## src/rtl/nibble_serial_adder.sv

```systemverilog
// nibble_serial_adder
//   Multi-cycle WIDTH-bit adder/subtractor. One 4-bit carry-look-ahead slice
//   is reused once per cycle, least-significant nibble first. The carry
//   between nibbles is held in a register, and the result is assembled in
//   place. An operation takes N = WIDTH/4 cycles from start to done.
//
// Ports
//   i_clk    rising-edge clock
//   i_rst    synchronous active-high reset
//   i_start  request an operation (sampled only when idle)
//   i_sub    0: A+B, 1: A-B (sampled with i_start)
//   i_a/i_b  operands (sampled with i_start)
//   o_busy   operation in progress
//   o_done   one-cycle completion pulse; results valid from then on
//   o_sum    result, two's-complement wrap
//   o_cout   carry out of the MSB (for subtract: 1 = no borrow)
//   o_ovf    signed overflow
//   o_zero   result is zero

module nibble_serial_adder #(
  parameter int unsigned WIDTH = 32
) (
  input  logic             i_clk,
  input  logic             i_rst,
  input  logic             i_start,
  input  logic             i_sub,
  input  logic [WIDTH-1:0] i_a,
  input  logic [WIDTH-1:0] i_b,
  output logic             o_busy,
  output logic             o_done,
  output logic [WIDTH-1:0] o_sum,
  output logic             o_cout,
  output logic             o_ovf,
  output logic             o_zero
);

  localparam int unsigned N     = WIDTH / 4;
  localparam int unsigned IDX_W = (N > 1) ? $clog2(N) : 1;
  localparam logic [IDX_W-1:0] LAST_IDX = IDX_W'(N - 1);

  typedef enum logic {StIdle, StRun} state_t;

  state_t           r_state;
  logic [WIDTH-1:0] r_op_a;
  logic [WIDTH-1:0] r_op_b;
  logic [WIDTH-1:0] r_result;
  logic             r_carry;
  logic [IDX_W-1:0] r_idx;
  logic             r_busy;
  logic             r_done;
  logic [WIDTH-1:0] r_sum;
  logic             r_cout;
  logic             r_ovf;
  logic             r_zero;

  logic [3:0]       w_nib_a;
  logic [3:0]       w_nib_b;
  logic [3:0]       w_g;
  logic [3:0]       w_p;
  logic [4:0]       w_c;
  logic [3:0]       w_slice_sum;
  logic [WIDTH-1:0] w_result_next;
  logic             w_c_into_msb;

  // Bit offset of the active nibble is simply index * 4.
  assign w_nib_a = r_op_a[{r_idx, 2'b00} +: 4];
  assign w_nib_b = r_op_b[{r_idx, 2'b00} +: 4];

  // 4-bit carry-look-ahead slice: every carry is a flat G/P expression of c0.
  always_comb begin
    w_g    = w_nib_a & w_nib_b;
    w_p    = w_nib_a ^ w_nib_b;
    w_c[0] = r_carry;
    w_c[1] = w_g[0] | (w_p[0] & w_c[0]);
    w_c[2] = w_g[1] | (w_p[1] & w_g[0]) | (w_p[1] & w_p[0] & w_c[0]);
    w_c[3] = w_g[2] | (w_p[2] & w_g[1]) | (w_p[2] & w_p[1] & w_g[0])
           | (w_p[2] & w_p[1] & w_p[0] & w_c[0]);
    w_c[4] = w_g[3] | (w_p[3] & w_g[2]) | (w_p[3] & w_p[2] & w_g[1])
           | (w_p[3] & w_p[2] & w_p[1] & w_g[0])
           | (w_p[3] & w_p[2] & w_p[1] & w_p[0] & w_c[0]);
    w_slice_sum = w_p ^ w_c[3:0];
  end

  // Result register with the current nibble merged in; on the last nibble
  // this is the complete sum.
  always_comb begin
    w_result_next = r_result;
    w_result_next[{r_idx, 2'b00} +: 4] = w_slice_sum;
  end

  // Sum bit = a ^ b ^ cin, so cin of the MSB falls out of the three known bits.
  assign w_c_into_msb = r_op_a[WIDTH-1] ^ r_op_b[WIDTH-1] ^ w_result_next[WIDTH-1];

  always_ff @(posedge i_clk) begin
    if (i_rst) begin
      r_state  <= StIdle;
      r_op_a   <= '0;
      r_op_b   <= '0;
      r_result <= '0;
      r_carry  <= 1'b0;
      r_idx    <= '0;
      r_busy   <= 1'b0;
      r_done   <= 1'b0;
      r_sum    <= '0;
      r_cout   <= 1'b0;
      r_ovf    <= 1'b0;
      r_zero   <= 1'b0;
    end else begin
      r_done <= 1'b0;
      case (r_state)
        StIdle: begin
          if (i_start) begin
            r_op_a  <= i_a;
            r_op_b  <= i_sub ? ~i_b : i_b;
            r_carry <= i_sub;  // the +1 of two's-complement subtract
            r_idx   <= '0;
            r_busy  <= 1'b1;
            r_state <= StRun;
          end
        end
        StRun: begin
          r_result <= w_result_next;
          r_carry  <= w_c[4];
          r_idx    <= r_idx + IDX_W'(1);
          if (r_idx == LAST_IDX) begin
            r_sum   <= w_result_next;
            r_cout  <= w_c[4];
            r_ovf   <= w_c_into_msb ^ w_c[4];
            r_zero  <= (w_result_next == '0);
            r_done  <= 1'b1;
            r_busy  <= 1'b0;
            r_idx   <= '0;
            r_state <= StIdle;
          end
        end
        default: r_state <= StIdle;
      endcase
    end
  end

  assign o_busy = r_busy;
  assign o_done = r_done;
  assign o_sum  = r_sum;
  assign o_cout = r_cout;
  assign o_ovf  = r_ovf;
  assign o_zero = r_zero;

endmodule
```

## config.mk

```make
export PLATFORM = sky130hd
export DESIGN_NAME = nibble_serial_adder
export DESIGN_NICKNAME = d
export VERILOG_FILES = /design/src/rtl/nibble_serial_adder.sv
export SDC_FILE = /design/constraint.sdc
export NUM_CORES = 1
export LEC_CHECK = 0
export ABC_AREA = 1
export CAP_MARGIN = 25
export CORE_ASPECT_RATIO = 1.75
export CORE_MARGIN = 2
export CORE_UTILIZATION = 24
export CTS_CLUSTER_SIZE = 20
export DETAILED_ROUTE_END_ITERATION = 10
export PLACE_DENSITY = 0.39
export SYNTH_ARGS = -nofsm -noshare
export SYNTH_HDL_FRONTEND = slang
export SYNTH_SLANG_ARGS = --single-unit
```

## constraint.sdc

```tcl
create_clock -name i_clk -period 2.8 [get_ports i_clk]
set_input_delay 0.56 -clock i_clk [delete_from_list [all_inputs] [get_ports i_clk]]
set_output_delay 0.56 -clock i_clk [all_outputs]
set_load 0.005 [all_outputs]
```

==> impl_metrics.ini, run 1 <==
[status]
status = finished clean

[worst_setup_path]
worstSetupPathType = flop to flop
required_ps = 3190
rr_worst_depth = 17
start_kind = flop
worstPathArrival_ps = 3020
endpoint_kind = flop
path_max_fanout = 15

[synth]
synth_area_leaders = dfxtp_1 (43%), nand2_1 (10%), o21ai_0 (10%), nor2_1 (7.0%), inv_1 (5.1%)
synth_area_sq_um = 6460
yosys_register_bits = 138
synth_largest_area_cell = dfxtp_1
ys.flop_type = dfxtp_1
synth_nets = 986
netlist_top_cells_count = nand2_1 (176), dfxtp_1 (138), o21ai_0 (129)
synthXorXnorAreaFrac = 0.0474
yosys.area_share.simple = 0.222
synth_edf_count = 0
synth_top_family_by_area = simple AND/OR/NAND/NOR gates
synth_cell_type_count = 31
yosysWarnings = 0
ys_async_sr_fraction = 0
synthMuxAreaShare = 0
synth_most_common_cell = nand2_1
synth_adder_area_share = 0.0205
synth_area_per_cell_sq_um = 7.12
synth_compound_area_frac = 0.194
synth_top_area_share = 0.427
netlist_instances = 908
yosysSeqAreaShare = 0.427

[final_layout]
area_delta_synth_final_pct = 38.4
antenna_cells = 0
drive_gt1_frac = 0.141
fin_nets = 1125
finalNonFillerCells = 1384

[clocking]
clk_latency_ps = 440
h-tree-depth = 4
cts.sinks = 138
clockBufferDepth = 2
cts_root_buf = clkbuf_16
cts_tree = built
cts.hold.buffers_added = 0
clkTransAtPathRegs_ps = 60
cts_buffers = 17

[drt]
via_per_inst = 4.45
wl_per_cell_microns = 15.1
totalWireLength_mm = 20.9
ant_nets = 0
drt-initial-drc-count = 267
drc = 0
vias = 6152
dr.pass1.iters = 5

[grt]
busiest_layer = met2
gr-usage-met3 = 0.0271
grt.total_usage = 0.154
met1_usage = 0.157
first_global_vias = 6262
overflow = 0
grt_pass1_wl_mm = 33.5
met2_usage = 0.299
antenna_found_initial = 0
grt_max_degree = 99

[sta]
max_freq_mhz = 380
skew_ps = 8.97
finalHoldViolCount = 0
drv_slew = 0
worst_pin_slew_ps = 654
setup_viol = 0
min_period_over_period = 0.939
fin_ws_ps = 171
fin_crit_ps = 2630
slew_headroom = 0.564
grt_setup_unrepaired = true

[power]
total_power_mw = 5.51
power.density_nw_per_um2 = 616
p_leak_nw = 3.81
peakVddDrop_mv = 0.444

[floorplanning]
die_y_microns = 221
fp.dieW_microns = 128
rows = 79
core_sq_um = 26600
die_area_sq_um = 28300
io_pins = 105
start_util = 0.243

[placement]
place_congestion = 0.840
numPortBuffers = 104
placed_cells_incl_taps = 1347
dp_hpwl_mm = 15.8
pre_cts_ws_ps = -110

[hold_path]
worstHoldPathCells = 2
hold_class = flop to flop

[job]
cap_viol_max_count = 0
[path summary, 6_finish.rpt]
kind	endpoint	from	slack, ps
max	o_zero	r_idx[0]	170
min	o_sum[18]	o_sum[18]	460
min reg2reg	o_sum[18]	o_sum[18]	460
max reg2reg	o_zero	r_idx[0]	170
[worst max-delay path: stages, from the launching register on]
cell and delay, ps:
dfxtp_4 410, buf_12 160, nor2_1 50, nor2_1 80, o21ai_0 90, a31oi_1 210, buf_4 160, fa_2 460
inv_2 100, buf_6 120, nand4_1 90, nand2_1 100, nand2_1 60, nor2_1 90, nand3_1 130, nor2_1 130
nand3_1 80, nand2_1 50
[registers in the layout, indices dropped and copies added, names as in the netlist]
register and cells:
o_sum 32, r_op_a 32, r_op_b 32, r_result 32
r_idx 3, o_busy 1, o_cout 1, o_done 1
o_ovf 1, o_zero 1, r_carry 1, r_state 1
[power by group]
group / internal, mW / leakage (nW) / switching, mW / total, mW
clock: 1.35 / 0.278 / 0.900 / 2.25
combinational: 0.488 / 2.40 / 0.613 / 1.10
sequential: 2.08 / 1.13 / 0.0785 / 2.16
[layer usage]
layer | share of wire | routed length, microns
met1 | 0.38 | 7910
met2 | 0.57 | 11900
met3 | 0.023 | 489
met4 | 0.027 | 562
met5 | 0 | 0
[area by class of cell]
class / instances / area (sq um)
timing repair buffer: 172 / 1620
clock inverter: 12 / 124
fill: 2889 / 17600
multi-input combinational: 622 / 3200
clock buffer: 20 / 457
tap: 324 / 405
inverter: 96 / 368
sequential: 138 / 2770
[cell families after synthesis]
group	count (synthesis)
xor gates and xnor gates	35
buffers and inverters	148
adders and majority gates	10
and+or+nand+nor	350
DFF	138
AOI/OAI and AO/OA	227
[cells in the final DEF (no fill, tap or decap), types with 33 or more instances in the layout]
master / synthesis / final
inv_1: 88 / 84
dfxtp_1: 138 / 135
nand3_1: 34 / 33
o211ai_1: 34 / 34
nor2_1: 120 / 117
buf_4: 1 / 60
clkdlybuf4s50_1: 0 / 103
xnor2_1: 33 / 33
o21ai_0: 129 / 122
nand2_1: 176 / 166
a21oi_1: 46 / 45
[what timing repair did]
| action | 4_1_cts | 5_1_grt |
|---|---|---|
| hold endpoints to repair | 0 | 0 |
| gates cloned | 0 | 1 |
| setup endpoints to repair | 2 | 32 |
| resized for setup | 2 | 37 |
| pin swaps | 1 | 8 |
| setup buffers | 2 | 2 |
[stage by stage]
stage	utilization	setup TNS, ps	area, sq um	hold slack [ps]
floorplan	-	0	6460	448
CTS	0.332	0	8820	465
global route	0.336	-35.1	8940	475
detailed placement	0.309	-110	8220	450
global placement	0.309	-80.0	8220	442
finish	0.336	0	8940	458
Power figures use the tool's default switching activity.
==> run 2, diff against run 1 <==
--- a/config.mk
+++ b/config.mk
@@ -6,13 +6,16 @@
 export NUM_CORES = 1
 export LEC_CHECK = 0
 export ABC_AREA = 1
+export ABC_CLOCK_PERIOD_IN_PS = 2800
 export CAP_MARGIN = 25
+export CELL_PAD_IN_SITES_DETAIL_PLACEMENT = 1
+export CELL_PAD_IN_SITES_GLOBAL_PLACEMENT = 2
 export CORE_ASPECT_RATIO = 1.75
 export CORE_MARGIN = 2
 export CORE_UTILIZATION = 24
 export CTS_CLUSTER_SIZE = 20
 export DETAILED_ROUTE_END_ITERATION = 10
-export PLACE_DENSITY = 0.39
+export PLACE_DENSITY = 0.63
 export SYNTH_ARGS = -nofsm -noshare
 export SYNTH_HDL_FRONTEND = slang
 export SYNTH_SLANG_ARGS = --single-unit
==> impl_metrics.ini, run 2 (synthesis results as in run 1) <==
[status]
status = finished clean

[placement]
dp_hpwl_mm = 16.6
placed_cells_incl_taps = 1374
place_congestion = 0.831
numPortBuffers = 104

[drt]
drc = 0
vias = 6362
dr.pass1.iters = 4
via_per_inst = 4.51
ant_nets = 0
wl_per_cell_microns = 15.5
totalWireLength_mm = 21.9
drt-initial-drc-count = 213

[sta]
finalHoldViolCount = 0
fin_crit_ps = 2660
min_period_over_period = 0.948
setup_viol = 0
timing.setup.tns_ps = 0
drv_slew = 0
skew_ps = 7.01
max_freq_mhz = 377
worst_pin_slew_ps = 676
whs_ps = 453
slew_headroom = 0.549

[power]
peakVddDrop_mv = 0.429
power.density_nw_per_um2 = 606
p_leak_nw = 3.97

[floorplanning]
io_pins = 105
start_util = 0.243
rows = 79
core_sq_um = 26600
die_y_microns = 221
die_area_sq_um = 28300
fp.dieW_microns = 128

[worst_setup_path]
cp-endpoint = o_zero
endpoint_kind = flop
start_kind = flop
required_ps = 3190
worstSetupPathType = flop to flop
regToRegSetupSlack_ps = 140
timing.rr.start = r_idx[0]
worstPathArrival_ps = 3050
path_max_fanout = 8
setup.worst_path.start = r_idx[0]
r2r_end = o_zero
rr_worst_depth = 18

[hold_path]
hold_class = flop to flop

[clocking]
cts_root_buf = clkbuf_16
cts_buffers = 17
clkTransAtPathRegs_ps = 60
clockBufferDepth = 2
h-tree-depth = 4
cts_tree = built
cts.sinks = 138
clk_latency_ps = 440

[final_layout]
antenna_cells = 0
area_delta_synth_final_pct = 44.6
layout_common_cells = nand2_1 (159), dfxtp_1 (134), o21ai_0 (122)
drive_gt1_frac = 0.184
fin_nets = 1153
final_common_cell = nand2_1
finalNonFillerCells = 1410

[grt]
grt_pass1_wl_mm = 35.8
grt_max_degree = 99
antenna_found_initial = 0
first_global_vias = 6802
overflow = 0
grt.total_usage = 0.165

[job]
cap_viol_max_count = 0
[run 2: worst max-delay path, cell delays in order, from the launching register on]
cell,delay [ps]
dfxtp_4,380
buf_12,140
buf_4,150
a21oi_2,120
o21ai_1,70
o21ai_1,80
nor2_1,70
a31oi_2,280
ha_4,280
a21oi_4,180
nand3_2,110
buf_8,160
nand3_4,90
nand2_4,70
nor2_4,120
nand2_2,80
nor2_2,100
nand3_1,60
nand2_1,50
[run 2: cell type report]
cell class                      instances  area [sq um]
Fill cell                            3215         17200
Multi-Input combinational cell        623          3360
Sequential cell                       138          2770
Timing Repair Buffer                  199          1860
Clock buffer                           23           498
Tap cell                              324           405
Inverter                               96           365
Clock inverter                          7          90.1
[run 2: through the flow]
step                cell area, sq um  power (mW)  worst slack [ps]   util
floorplan                       6460        2.77               215      -
global placement                8460        3.31              -342  0.318
detailed placement              8460        3.32              -394  0.318
CTS                             9150        5.68              22.8  0.344
global route                    9340        5.98             -20.9  0.351
finish                          9340        5.66               145  0.351
[run 2: power by group]
part | leakage (nW) | switching, mW | internal (mW)
clock | 0.287 | 0.853 | 1.41
sequential | 1.14 | 0.0724 | 2.08
combinational | 2.55 | 0.678 | 0.566
[run 2: how the worst min path moves through the flow]
stage	from	end	slack, ps	cells past startpoint
after floorplan	o_ovf	o_ovf	450	2
after global placement	o_sum[24]	o_sum[24]	440	2
after detailed placement	o_sum[9]	o_sum[9]	450	2
after CTS	o_sum[9]	o_sum[9]	460	2
after global routing	o_sum[11]	o_sum[11]	490	2
final	o_sum[6]	o_sum[6]	450	2
[run 2: what timing repair did]
item | 4_1_cts | 5_1_grt
gates cloned | 0 | 1
hold buffers | 0 | 0
hold endpoints to repair | 0 | 0
pin swaps | 6 | 20
setup buffers | 4 | 1
resized for setup | 21 | 55
endpoints found under the setup margin | 44 | 35
[run 2: layer usage]
| layer | wire length, microns | global-route usage | part of all wire |
|---|---|---|---|
| met5 | 0 | 0 | 0 |
| met4 | 529 | 0.0691 | 0.024 |
| met3 | 512 | 0.0312 | 0.023 |
| met2 | 12600 | 0.323 | 0.58 |
| met1 | 8220 | 0.166 | 0.38 |
==> run 3, diff against run 2 <==
--- a/config.mk
+++ b/config.mk
@@ -5,8 +5,7 @@
 export SDC_FILE = /design/constraint.sdc
 export NUM_CORES = 1
 export LEC_CHECK = 0
-export ABC_AREA = 1
-export ABC_CLOCK_PERIOD_IN_PS = 2800
+export ABC_CLOCK_PERIOD_IN_PS = 2200
 export CAP_MARGIN = 25
 export CELL_PAD_IN_SITES_DETAIL_PLACEMENT = 1
 export CELL_PAD_IN_SITES_GLOBAL_PLACEMENT = 2
@@ -15,7 +14,7 @@
 export CORE_UTILIZATION = 24
 export CTS_CLUSTER_SIZE = 20
 export DETAILED_ROUTE_END_ITERATION = 10
-export PLACE_DENSITY = 0.63
+export PLACE_DENSITY = 0.62
 export SYNTH_ARGS = -nofsm -noshare
 export SYNTH_HDL_FRONTEND = slang
 export SYNTH_SLANG_ARGS = --single-unit
==> constraint.sdc (replaced) <==
create_clock -name i_clk -period 2.2 [get_ports i_clk]
set_input_delay 0.44 -clock i_clk [delete_from_list [all_inputs] [get_ports i_clk]]
set_output_delay 0.44 -clock i_clk [all_outputs]
set_load 0.005 [all_outputs]
==> impl_metrics.ini, run 3 <==
[sta]
timing.setup.tns_ps = -23060
min_period_over_period = 1.26
fin_crit_ps = 2760
max_freq_mhz = 362
worst_pin_slew_ps = 645
slew_headroom = 0.570
grt_setup_unrepaired = true
skew_ps = 11.9
whs_ps = 243
finalHoldViolCount = 0
drv_slew = 0
fin_ws_ps = -563
setup_viol = 67

[power]
total_power_mw = 7.70
peakVddDrop_mv = 0.552
p_leak_nw = 3.51
power.density_nw_per_um2 = 786

[synth]
synth_largest_area_cell = dfxtp_1
synth_cell_type_count = 51
synth_nets = 813
synth_area_leaders = dfxtp_1 (43%), nand2_1 (7.6%), a211oi_1 (7.2%), nor2_1 (5.7%), mux2i_1 (5.6%)
ys.flop_type = dfxtp_1
netlist_instances = 735
synth_area_per_cell_sq_um = 8.70
synth_area_sq_um = 6390
yosysWarnings = 0
yosysSeqAreaShare = 0.432
synth_most_common_cell = dfxtp_1
synth_top_area_share = 0.432
synth_edf_count = 0
yosys_register_bits = 138
netlist_top_cells_count = dfxtp_1 (138), nand2_1 (130), nor2_1 (97)
ys_async_sr_fraction = 0

[worst_setup_path]
crit_chain = buf_12 -> mux4_2 -> nand2_2 -> nand2_4 -> buf_6 -> ha_4 -> a211oi_4 -> o21bai_2 -> a21boi_4 -> mux2i_4 -> xnor2_2 -> a211oi_2
required_ps = 2560
path_max_fanout = 8
worstPathArrival_ps = 3130
slowest_stage = mux4_2
worstSetupPathType = flop to flop
start_kind = flop
rr_worst_depth = 12
endpoint_kind = flop
cp_slowest_stage_delay_ps = 500

[drt]
ant_nets = 0
totalWireLength_mm = 21.3
wl_per_cell_microns = 17.3
drc = 0
drt-initial-drc-count = 208
vias = 5824
via_per_inst = 4.72
dr.pass1.iters = 4

[floorplanning]
start_util = 0.242
die_y_microns = 220
core_sq_um = 26400
die_area_sq_um = 28000
rows = 79
fp.dieW_microns = 127
io_pins = 105

[placement]
place_area_sq_um = 8420
place_congestion = 0.794
placed_cells_incl_taps = 1184
pre_cts_ws_ps = -748
dp_hpwl_mm = 15.5
numPortBuffers = 104

[final_layout]
fin_area_sq_um = 9790
finalNonFillerCells = 1235
layout_common_cells = dfxtp_1 (137), nand2_1 (111), clkdlybuf4s50_1 (102)
utilization = 0.371
antenna_cells = 0
final_common_cell = dfxtp_1
fin_nets = 976
drive_gt1_frac = 0.273
fillers = 2984
area_delta_synth_final_pct = 53.1

[clocking]
clockBufferDepth = 2
h-tree-depth = 4
clkTransAtPathRegs_ps = 60
cts_buffers = 17
cts_tree = built
clk_latency_ps = 450
cts_root_buf = clkbuf_16
cts.sinks = 138

[hold_path]
worstHoldPathCells = 2
hold_class = primary input to flop

[status]
failed_checks = negative setup slack
status = complete, but fails checks

[grt]
first_global_vias = 6334
gr-usage-met3 = 0.0291
grt.total_usage = 0.155
met2_usage = 0.317
busiest_layer = met2
grt_max_degree = 137
grt_pass1_wl_mm = 33.2
met1_usage = 0.142
overflow = 0
antenna_found_initial = 0

[job]
cap_viol_max_count = 0
run 3: kinds of logic (layout without fill, tap and decap cells):
logic type      after synthesis  after routing  share of synthesized area
flops                       138            138                      0.432
simple gates                272            272                      0.180
mux                          52             52                      0.113
compound gates              157            157                      0.159
buf+inv                      68            244                     0.0442
xor+xnor                     38             38                     0.0520
fa+ha+maj                    10             10                     0.0207
run 3: timing repair:
action | 4_1_cts | 5_1_grt
setup buffers | 16 | 13
cloned | 1 | 0
endpoints found under the setup margin | 68 | 68
pin swaps | 19 | 24
endpoints found under the hold margin | 0 | 0
resized for setup | 63 | 58
hold buffers | 0 | 0
run 3: layer usage:
layer  wire length, microns  up-vias
li1                       -     2876
met1                   7420     2805
met2                  12500      101
met3                    614       42
met4                    823        0
met5                      0        -
run 3: critical path, delay by kind of cell (launching register included):
| family | cells | cell delay (ps) |
|---|---|---|
| and+or+nand+nor | 2 | 180 |
| muxes | 2 | 650 |
| buffers and inverters | 2 | 260 |
| DFF | 1 | 350 |
| AOI/OAI and AO/OA | 4 | 860 |
| adders and majority gates | 1 | 220 |
| xor gates and xnor gates | 1 | 150 |
run 3: worst paths after layout:
check             start         end  slack, ps
max            r_idx[0]       o_ovf       -560
min reg2reg  r_op_a[17]  r_op_a[17]        460
max reg2reg    r_idx[0]       o_ovf       -560
min               i_rst      o_done        240
run 3: power by group:
part | total (mW) | internal [mW] | leakage (nW) | switching, mW
Combinational | 1.46 | 0.743 | 2.03 | 0.715
Sequential | 2.67 | 2.60 | 1.13 | 0.0720
Clock | 3.56 | 2.39 | 0.351 | 1.17
Total | 7.70 | 5.74 | 3.51 | 1.96
run 3: layout make-up:
type	instances	area (sq um)	share of cell area
Inverter	8	30.0	0.00307
Clock inverter	14	292	0.0298
Multi-Input combinational cell	529	3850	0.393
Timing Repair Buffer	204	2010	0.205
Sequential cell	138	2760	0.282
Clock buffer	18	439	0.0448
Tap cell	324	405	0.0414
